--- config.mk ---
export PLATFORM = sky130hd
export DESIGN_NAME = egress_reader
export DESIGN_NICKNAME = d
export VERILOG_FILES = /design/src/rtl/egress_reader_pkg.sv /design/src/rtl/rx_rr_arb.sv /design/src/rtl/egress_reader.sv
export SDC_FILE = /design/constraint.sdc
export NUM_CORES = 1
export LEC_CHECK = 0
export ABC_AREA = 1
export CORE_MARGIN = 2
export CORE_UTILIZATION = 28
export DETAILED_ROUTE_END_ITERATION = 10
export SKIP_LAST_GASP = 1
export SYNTH_ARGS = -nofsm -noshare
export SYNTH_HDL_FRONTEND = slang
export SYNTH_SLANG_ARGS = --single-unit
--- constraint.sdc ---
create_clock -name clk -period 2.4 [get_ports clk]
set_input_delay 0.48 -clock clk [delete_from_list [all_inputs] [get_ports clk]]
set_output_delay 0.48 -clock clk [all_outputs]
set_load 0.01 [all_outputs]
--- src/rtl/egress_reader_pkg.sv ---
// Shared definitions for the egress reader: FSM encoding and default widths.
package egress_reader_pkg;

    localparam int unsigned DATA_W_DEF   = 6;
    localparam int unsigned CNT_W_DEF    = 8;
    localparam int unsigned DEST_BIT_DEF = 4;

    typedef enum logic {
        ST_IDLE   = 1'b0,
        ST_ACTIVE = 1'b1
    } state_t;

endpackage

--- src/rtl/rx_rr_arb.sv ---
// Two-way round-robin grant; last = 1 means D1 was served most recently.
module rx_rr_arb (
    input  logic [1:0] req,
    input  logic       last,
    output logic [1:0] grant
);

    always_comb begin
        grant = '0;
        if (req[0] && req[1]) begin
            grant = last ? 2'b01 : 2'b10;
        end else if (req[0]) begin
            grant = 2'b01;
        end else if (req[1]) begin
            grant = 2'b10;
        end
    end

endmodule

--- src/rtl/egress_reader.sv ---
// Drains two destination FIFOs round-robin into one registered output stream,
// counting words per source and flagging words that arrived at the wrong FIFO.
module egress_reader
    import egress_reader_pkg::*;
#(
    parameter int unsigned DATA_W   = DATA_W_DEF,
    parameter int unsigned CNT_W    = CNT_W_DEF,
    parameter int unsigned DEST_BIT = DEST_BIT_DEF
) (
    input  logic              clk,
    input  logic              reset,
    input  logic              init,
    input  logic              D0_empty,
    input  logic              D1_empty,
    input  logic [DATA_W-1:0] data_out0,
    input  logic [DATA_W-1:0] data_out1,
    input  logic              sink_pause,
    output logic              pop_D0,
    output logic              pop_D1,
    output logic [DATA_W-1:0] data_rx,
    output logic              valid_rx,
    output logic              src_rx,
    output logic [CNT_W-1:0]  count_D0,
    output logic [CNT_W-1:0]  count_D1,
    output logic              dest_error,
    output logic              idle_rx
);

    state_t            state_q, state_d;
    logic              last_q, last_d;
    logic              inflight_q, inflight_d;
    logic              inflight_src_q, inflight_src_d;
    logic              valid_q, valid_d;
    logic [DATA_W-1:0] data_q, data_d;
    logic              src_q, src_d;
    logic [CNT_W-1:0]  cnt0_q, cnt0_d;
    logic [CNT_W-1:0]  cnt1_q, cnt1_d;
    logic              err_q, err_d;

    logic [1:0]        grant;
    logic              can_pop;
    logic [DATA_W-1:0] word;

    rx_rr_arb u_arb (
        .req   ({!D1_empty, !D0_empty}),
        .last  (last_q),
        .grant (grant)
    );

    always_comb begin
        state_d        = state_q;
        last_d         = last_q;
        inflight_d     = 1'b0;
        inflight_src_d = inflight_src_q;
        valid_d        = 1'b0;
        data_d         = data_q;
        src_d          = src_q;
        cnt0_d         = cnt0_q;
        cnt1_d         = cnt1_q;
        err_d          = err_q;
        word           = inflight_src_q ? data_out1 : data_out0;

        can_pop = (state_q == ST_ACTIVE) && !sink_pause && !init;
        pop_D0  = can_pop && grant[0];
        pop_D1  = can_pop && grant[1];

        case (state_q)
            ST_IDLE: begin
                if ((!D0_empty || !D1_empty) && !sink_pause && !init) begin
                    state_d = ST_ACTIVE;
                end
            end
            ST_ACTIVE: begin
                if (D0_empty && D1_empty && !inflight_q) begin
                    state_d = ST_IDLE;
                end
            end
            default: state_d = ST_IDLE;
        endcase

        if (pop_D0 || pop_D1) begin
            inflight_d     = 1'b1;
            inflight_src_d = pop_D1;
            last_d         = pop_D1;
        end

        // FIFO read data is valid the cycle after the pop; capture it here so it
        // appears on the outputs two cycles after the pop, whatever the state.
        if (inflight_q) begin
            valid_d = 1'b1;
            data_d  = word;
            src_d   = inflight_src_q;
            if (inflight_src_q) begin
                cnt1_d = cnt1_q + CNT_W'(1);
            end else begin
                cnt0_d = cnt0_q + CNT_W'(1);
            end
            if (word[DEST_BIT] != inflight_src_q) begin
                err_d = 1'b1;
            end
        end

        if (init) begin
            state_d    = ST_IDLE;
            last_d     = 1'b1;
            inflight_d = 1'b0;
            valid_d    = 1'b0;
            cnt0_d     = '0;
            cnt1_d     = '0;
            err_d      = 1'b0;
        end
    end

    always_ff @(posedge clk or negedge reset) begin
        if (!reset) begin
            state_q        <= ST_IDLE;
            last_q         <= 1'b1;
            inflight_q     <= 1'b0;
            inflight_src_q <= 1'b0;
            valid_q        <= 1'b0;
            data_q         <= '0;
            src_q          <= 1'b0;
            cnt0_q         <= '0;
            cnt1_q         <= '0;
            err_q          <= 1'b0;
        end else begin
            state_q        <= state_d;
            last_q         <= last_d;
            inflight_q     <= inflight_d;
            inflight_src_q <= inflight_src_d;
            valid_q        <= valid_d;
            data_q         <= data_d;
            src_q          <= src_d;
            cnt0_q         <= cnt0_d;
            cnt1_q         <= cnt1_d;
            err_q          <= err_d;
        end
    end

    assign data_rx    = data_q;
    assign valid_rx   = valid_q;
    assign src_rx     = src_q;
    assign count_D0   = cnt0_q;
    assign count_D1   = cnt1_q;
    assign dest_error = err_q;
    assign idle_rx    = (state_q == ST_IDLE);

endmodule

==> results.ini <==
[timing]
rsz0062_at_grt=false
period_minus_slack_ns=2.30
max_freq_mhz=435
finClkSkew_ns=0.00494
hold_slack_ns=0.474
slew_viol_final=0
post-route-period-util=0.958
hold_viol=0
tightest_slew_ns=0.373
fin_tns_setup_ns=0
setup_viol_count_final=0
slew-limit-headroom=0.751

[yosys]
synth_area_um2=1390
netlist_instances=174
synthFlopType=dfrtp_1
yosysSeqAreaShare=0.525
synth_compound_area_frac=0.0885
synth_most_common_cell=nand2_1
synthAdderAreaFrac=0.0181
synth_top_cell_by_area=dfrtp_1
synth_commonest_cells=nand2_1, dfrtp_1, nor2_1, inv_1
synthXorXnorAreaFrac=0
ys_warn_count=0
synth.top_cell.area_share=0.506
synth_top_family_by_area=simple AND/OR/NAND/NOR gates
synth.distinct_cells=19
synth_edf_count=0
ys_ff_latch=29
syn_avg_cell_area_um2=7.96
muxShareOfSynthArea=0
synth-async-reset-ratio=1.00
synthSimpleGateAreaFrac=0.302
synth_nets=194
synth_area_leaders=dfrtp_1, nand2_1, nor2_1, inv_1, a21oi_1

[detailed_routing]
wire_per_inst_um=11.0
totalWireLength_um=3230
dr.pass1.iters=4
vias=1270
ant_nets=0
remaining_drc_errors=0
avgViaCountPerCell=4.32
drt-initial-drc-count=53

[pwr]
powerDensity_nw_per_um2=592
ir_drop_uv=344
total_power_mw=1.19
p_leak_nw=0.917

[setup_path]
crit_buf_inv=2
critPathMaxStageDelay_ns=0.55
crit_path_max_fanout=5
cp.required_ns=1.92
startpoint=D0_empty
ff2ff_setup_slack_ns=1.23
critPathCapture=pop_D1
rr_startpoint=count_D0[2]
worst_r2r_endpoint=count_D0[3]
cp.depth=4
endpoint_kind=output pin
cpMaxStageDelayCell=clkdlybuf4s50_1
path_delay_family=buffers and inverters
crit_path_cell_trace=clkdlybuf4s50_1, o21ai_0, nor2_1, clkdlybuf4s50_1
arrival_ns=1.82
start_kind=primary input
critPathKind=in -> out
reg2reg_depth=6
cpMostUsedCell=clkdlybuf4s50_1

[clocking]
cts_tree=yes
clock_sinks=29
clock-root-buffer=clkbuf_8
cts_hold_buf=0
cts_made_buffers=5
cts.clk_slew.worst_paths_ns=0.06
cts_htree_levels=2
post_cts_buffers=0
clkLatencyLatePin_ns=0.28
clockBufferDepth=2

[place]
gp_congestion=0.684
dp_hpwl_um=2360
numPortBuffers=45
placed_cell_area_um2=1920

[layout]
fillers=524
final_util=0.423
finalInstanceArea_um2=2010
drive_gt1_frac=0.0793
n_antenna_cell=0
final_net_count=247
syn_to_final_growth_pct=45.1

[min_path]
hp-class=reg -> reg

[floorplanning]
design.die.area_um2=5520
core_area_um2=4750
die_h_um=74.3
rows=25
start_util=0.291
ios=46
die_x_um=74.3

[global_routing]
antenna_found_initial=0
grt_pass1_vias=1231
gr-total-overflow=0
grt_max_degree=30
grt_usage=0.132
grt_pass1_wl_um=5530

[job]
maxCapViolCount=0

[status]
status=completed

-- per-stage QoR --
stage,setup WS (ns),std cells
after floorplan,0.957,174
after global placement,0.0822,287
after detailed placement,0.0365,287
after CTS,0.0362,294
after global routing,0.0358,294
final,0.100,294
-- worst min-delay path, stage by stage (launching register included) --
cell and delay [ns]:
dfrtp_1 0.34, nand2_1 0.05, nand2_1 0.05
-- worst min-delay path by stage --
stage,start,endpoint,depth (start not counted)
after floorplan,reset,count_D0[0],0
after CTS,src_rx,src_rx,2
final,src_rx,src_rx,2
after global placement,src_rx,src_rx,2
after detailed placement,src_rx,src_rx,2
after global routing,src_rx,src_rx,2
-- registers in the layout, indices dropped and copies added, names as in the netlist --
name / count
dest_error: 1
state_q: 1
data_rx: 6
count_D1: 8
last_q: 1
src_rx: 1
count_D0: 8
inflight_src_q: 1
inflight_q: 1
valid_rx: 1
-- metal layers --
layer  vias up  share of wire  routed length, um  global-route usage
met1       569           0.48               1540               0.177
met5         -              0                  0                   0
met4         0         0.0084                 27              0.0357
met3         4          0.099                319              0.0718
li1        654              -                  -                   -
met2        43           0.41               1340               0.186
-- cells by family (layout without fill, tap and decap cells) --
logic type	after synthesis	count (layout)
compound gates	23	23
flops	29	29
simple gates	98	98
buf+inv	22	75
fa+ha+maj	2	2
-- cell usage in the layout, fill, tap and decap left out --
cell / count
a211oi_1: 2
a21oi_1: 13
and2_4: 1
buf_4: 2
clkbuf_1: 1
clkbuf_8: 6
clkdlybuf4s50_1: 44
dfrtp_1: 28
dfstp_2: 1
dlymetal6s2s_1: 1
ha_1: 2
inv_1: 19
inv_2: 2
nand2_1: 53
nand2_2: 2
nand2_4: 1
nand3_1: 13
nand3_2: 1
nand4_1: 2
nor2_1: 23
nor2_2: 2
o211ai_1: 1
o21ai_0: 7
-- final cells by class --
type	instances	area, um^2	area share
tap	67	83.8	0.0417
multi-input combinational	123	566	0.281
inverter	21	78.8	0.0392
timing repair buffer	47	468	0.233
clock buffer	7	86.3	0.0430
sequential	29	727	0.362
-- where the power goes --
group | leakage [nW] | internal, mW | switching [mW]
sequential | 0.383 | 0.534 | 0.0335
clock | 0.0443 | 0.227 | 0.181
combinational | 0.489 | 0.121 | 0.0929
-- what timing repair did --
action	4_1_cts	5_1_grt
gates resized for setup	0	1
setup endpoints to repair	0	1
endpoints found under the hold margin	0	0
(Power assumes the default switching activity.)
==> variant 1, RTL diff (same flow settings) <==
Set the package constant `DATA_W_DEF` to 5 (it was 6).
--- a/src/rtl/egress_reader_pkg.sv
+++ b/src/rtl/egress_reader_pkg.sv
@@ -1,7 +1,7 @@
 // Shared definitions for the egress reader: FSM encoding and default widths.
 package egress_reader_pkg;
 
-    localparam int unsigned DATA_W_DEF   = 6;
+    localparam int unsigned DATA_W_DEF   = 5;
     localparam int unsigned CNT_W_DEF    = 8;
     localparam int unsigned DEST_BIT_DEF = 4;
 
Ports: changed (resized data_out0, data_out1 and data_rx); port bits go from 46 to 43. No check against the original RTL was run, so the function may have changed too.
==> variant 1 against the original RTL <==
Final cell count is 7.1% lower; area after synthesis decreased by 2.9%; hold slack improved by 13 ps; cell area is 4.4% lower; critical path depth grew 1; sequential cell count decreased by 1; power down 7.9%; worst setup slack better by 370 ps; highest routed layer unchanged; critical endpoint unchanged; wire length fell by 11%.
==> variant 1: results <==
[setup_path]
crit_start = init
arrival_ps = 1450
r2r_start = inflight_src_q$_DFFE_PN0P_
critical_path_peak_fanout = 3

[synth]
synthCells = 172
synth_common_cells = 47 x nand2_1, 28 x inv_1, 27 x dfrtp_1
synthMuxAreaShare_pct = 0
synth_warnings = 0
synthAdderAreaFrac_pct = 1.86
synth_ff_type = dfrtp_1
yosysSeqAreaShare_pct = 52.2
synth_compound_area_share_pct = 9.30
netlist_top_cells_area = dfrtp_1 50%, nand2_1 13%, inv_1 7.8%, nor2_1 5.9%, a21oi_1 4.8%
synth_nets = 190

[placed_design]
pre_cts_ws_ps = 97.5
gp_congestion = 0.719
io_buffers = 42
place_area_um2 = 1850
hpwl_mm = 2.18
dp_cells = 269

[drt]
drt_wl_total_mm = 2.89
dr.pass1.iters = 6
first_iter_violations = 20
viasPerCell = 4.42
via_count = 1206

[timing]
worst_clock_skew_ps = 2.91
relSlewSlack_pct = 76.0

[final_layout]
drive_above_1_share_pct = 5.48
nNetsFinal = 238
fillers = 487
multiInputGateArea_um2 = 528

[outcome]
outcome = finished clean

[grt]
grt_max_degree = 29
grt_pass1_wl_mm = 5.07
antenna_found_initial = 0
grtUsageTotal_pct = 12.1

[clock_network]
numCtsBuffers = 3
clk_pin_slew_ps = 100
htree_levels = 1

[power_and_ir_drop]
ir_drop_v = 0.000223
p_leak_nw = 0.947

[hold_path]
worstHoldStart = src_rx$_DFFE_PN0P_
variant 1: changes by cell type in the layout (fill, tap and decap cells not counted), sizes merged, moves of 2 or more:
cell and change:
o21bai +2, clkbuf -4, nand2 -7, clkdlybuf4s50 -4, inv +7, nor2 -3, nand3 -3, nor3 +5
variant 1: layout make-up:
cell class	count	share of cell area, %
clock inverters	1	1.56
well taps	54	3.52
clock buffers	3	2.15
flip-flops and latches	28	36.5
multi-input cells	114	27.5
repair buffers	45	23.3
inverters	28	5.47
variant 1: path summary, 6_finish.rpt:
| check | end | cells after the start | slack (ps) |
|---|---|---|---|
| worst max-delay path | pop_D1 | 5 | 470 |
| worst min-delay path | src_rx$_DFFE_PN0P_ | 2 | 490 |
| worst max register to register | count_D0[7]$_DFFE_PN0P_ | 7 | 1140 |
| worst min register to register | src_rx$_DFFE_PN0P_ | 2 | 490 |
| max in group asynchronous | last_q$_DFFE_PN1P_ | 2 | 1510 |
| min in group asynchronous | data_rx[3]$_DFFE_PN0P_ | 2 | 580 |
variant 1: layer usage:
layer  vias up  wire, um  track usage (%)
met2        25      1360             20.7
met3         2       133             2.06
met5         -         0                0
li1        634         -                -
met4         0        17             4.24
met1       545      1380             15.4
variant 1: where the power goes:
group / switching (mW) / internal (mW)
clock network: 0.149 / 0.223
registers: 0.0237 / 0.511
logic: 0.0832 / 0.107
variant 1: critical path, cell delays in order:
cell	delay, ps
clkdlybuf4s50_1	440
nor2_1	120
nand2_1	90
nor2_1	150
dlymetal6s2s_1	180
variant 1: logic make-up after synthesis:
logic type | Yosys count
simple gates | 89
fa+ha+maj | 2
flops | 28
buf+inv | 30
compound gates | 23
==> variant 2, RTL diff (same settings) <==
Without the edit above. Take the reset off `data_q` and load it in a clocked block of its own.
--- a/src/rtl/egress_reader.sv
+++ b/src/rtl/egress_reader.sv
@@ -118,7 +118,6 @@
             inflight_q     <= 1'b0;
             inflight_src_q <= 1'b0;
             valid_q        <= 1'b0;
-            data_q         <= '0;
             src_q          <= 1'b0;
             cnt0_q         <= '0;
             cnt1_q         <= '0;
@@ -129,12 +128,15 @@
             inflight_q     <= inflight_d;
             inflight_src_q <= inflight_src_d;
             valid_q        <= valid_d;
-            data_q         <= data_d;
             src_q          <= src_d;
             cnt0_q         <= cnt0_d;
             cnt1_q         <= cnt1_d;
             err_q          <= err_d;
         end
+    end
+
+    always_ff @(posedge clk) begin
+        data_q <= data_d;
     end
 
     assign data_rx    = data_q;
Check against the original RTL: differs if reset is asserted again (counterexample within 4 cycles, from zero or initial values and one cycle with reset low); with reset held inactive, the same outputs for 10 cycles.
==> variant 2 against the original RTL <==
Area after synthesis increased by 1.4%; hold slack hardly changed; sequential share of layout area is 1.1 points higher; clock skew is 1.7 ps lower; register-to-register slack lost 270 ps; combinational power down 32%; sequential cell count unchanged; power decreased by 6.4%; worst setup slack improved by 36 ps; cell area grew 1.1%; global-route usage grew 0.23 points; wire length fell by 1.6%; sequential power shrank 2%; critical path type unchanged; largest cell class unchanged.
==> variant 2: results <==
[outcome]
outcome = finished clean

[final_layout]
fillers = 492
buf_share_pct = 23.4
multi_input_cells = 117
seqCellArea_um2 = 757
clock_area_share_pct = 4.50
multi_input_area_share_pct = 25.9
signal_buffers = 48
syn_to_final_growth_pct = 44.6
drive_above_1_share_pct = 7.02
num-nonclk-inverters = 26

[synth]
async_reset_ff_share_pct = 79.3
synth_edf_count = 6
netlist_top_cells_area = dfrtp_1 39%, nand2_1 14%, edfxtp_1 13%, inv_1 6.4%, nor2_1 5.3%
yosysSeqAreaShare_pct = 53.9
synth_common_cells = 54 x nand2_1, 24 x inv_1, 22 x dfrtp_1
synth_compound_area_share_pct = 7.12
synthCells = 175
ys_types = 21

[grt]
grt_max_degree = 24
grtUsageMet3_pct = 4.95
grt_pass1_vias = 1297
gr-usage-met1_pct = 15.4
grtUsageTotal_pct = 13.4

[setup_path]
critical_path_peak_fanout = 2
arrival_ps = 1780

[placed_design]
gp_congestion = 0.703
place_area_um2 = 1940

[drt]
viasPerCell = 4.28
first_iter_violations = 56

[power_and_ir_drop]
p_comb_mw = 0.145
switching_share_pct = 25.8
ir_drop_v = 0.000226
seq-power_mw = 0.554
p_leak_nw = 0.952
power_switching_mw = 0.288

[timing]
worst_clock_skew_ps = 3.21
[variant 2: final timing paths]
| kind | end | slack, ps | start | cells past startpoint |
|---|---|---|---|---|
| setup / recovery | pop_D1 | 140 | init | 5 |
| hold / removal | src_rx$_DFFE_PN0P_ | 470 | src_rx$_DFFE_PN0P_ | 2 |
| setup reg to reg | count_D0[4]$_DFFE_PN0P_ | 960 | inflight_src_q$_DFFE_PN0P_ | 6 |
| hold reg to reg | src_rx$_DFFE_PN0P_ | 470 | src_rx$_DFFE_PN0P_ | 2 |
| max in group asynchronous | last_q$_DFFE_PN1P_ | 1550 | reset | 2 |
| min in group asynchronous | valid_rx$_DFF_PN0_ | 560 | reset | 2 |
[variant 2: routing by layer]
metal  wire (um)  vias up
met5           0        -
met1        1430      578
met4          27        0
met3         154        4
met2        1560       28
li1            -      653
[variant 2: worst max-delay path, delay by kind of cell]
family	cells	cell delay, ps
buf+inv	2	980
simple gates	3	330
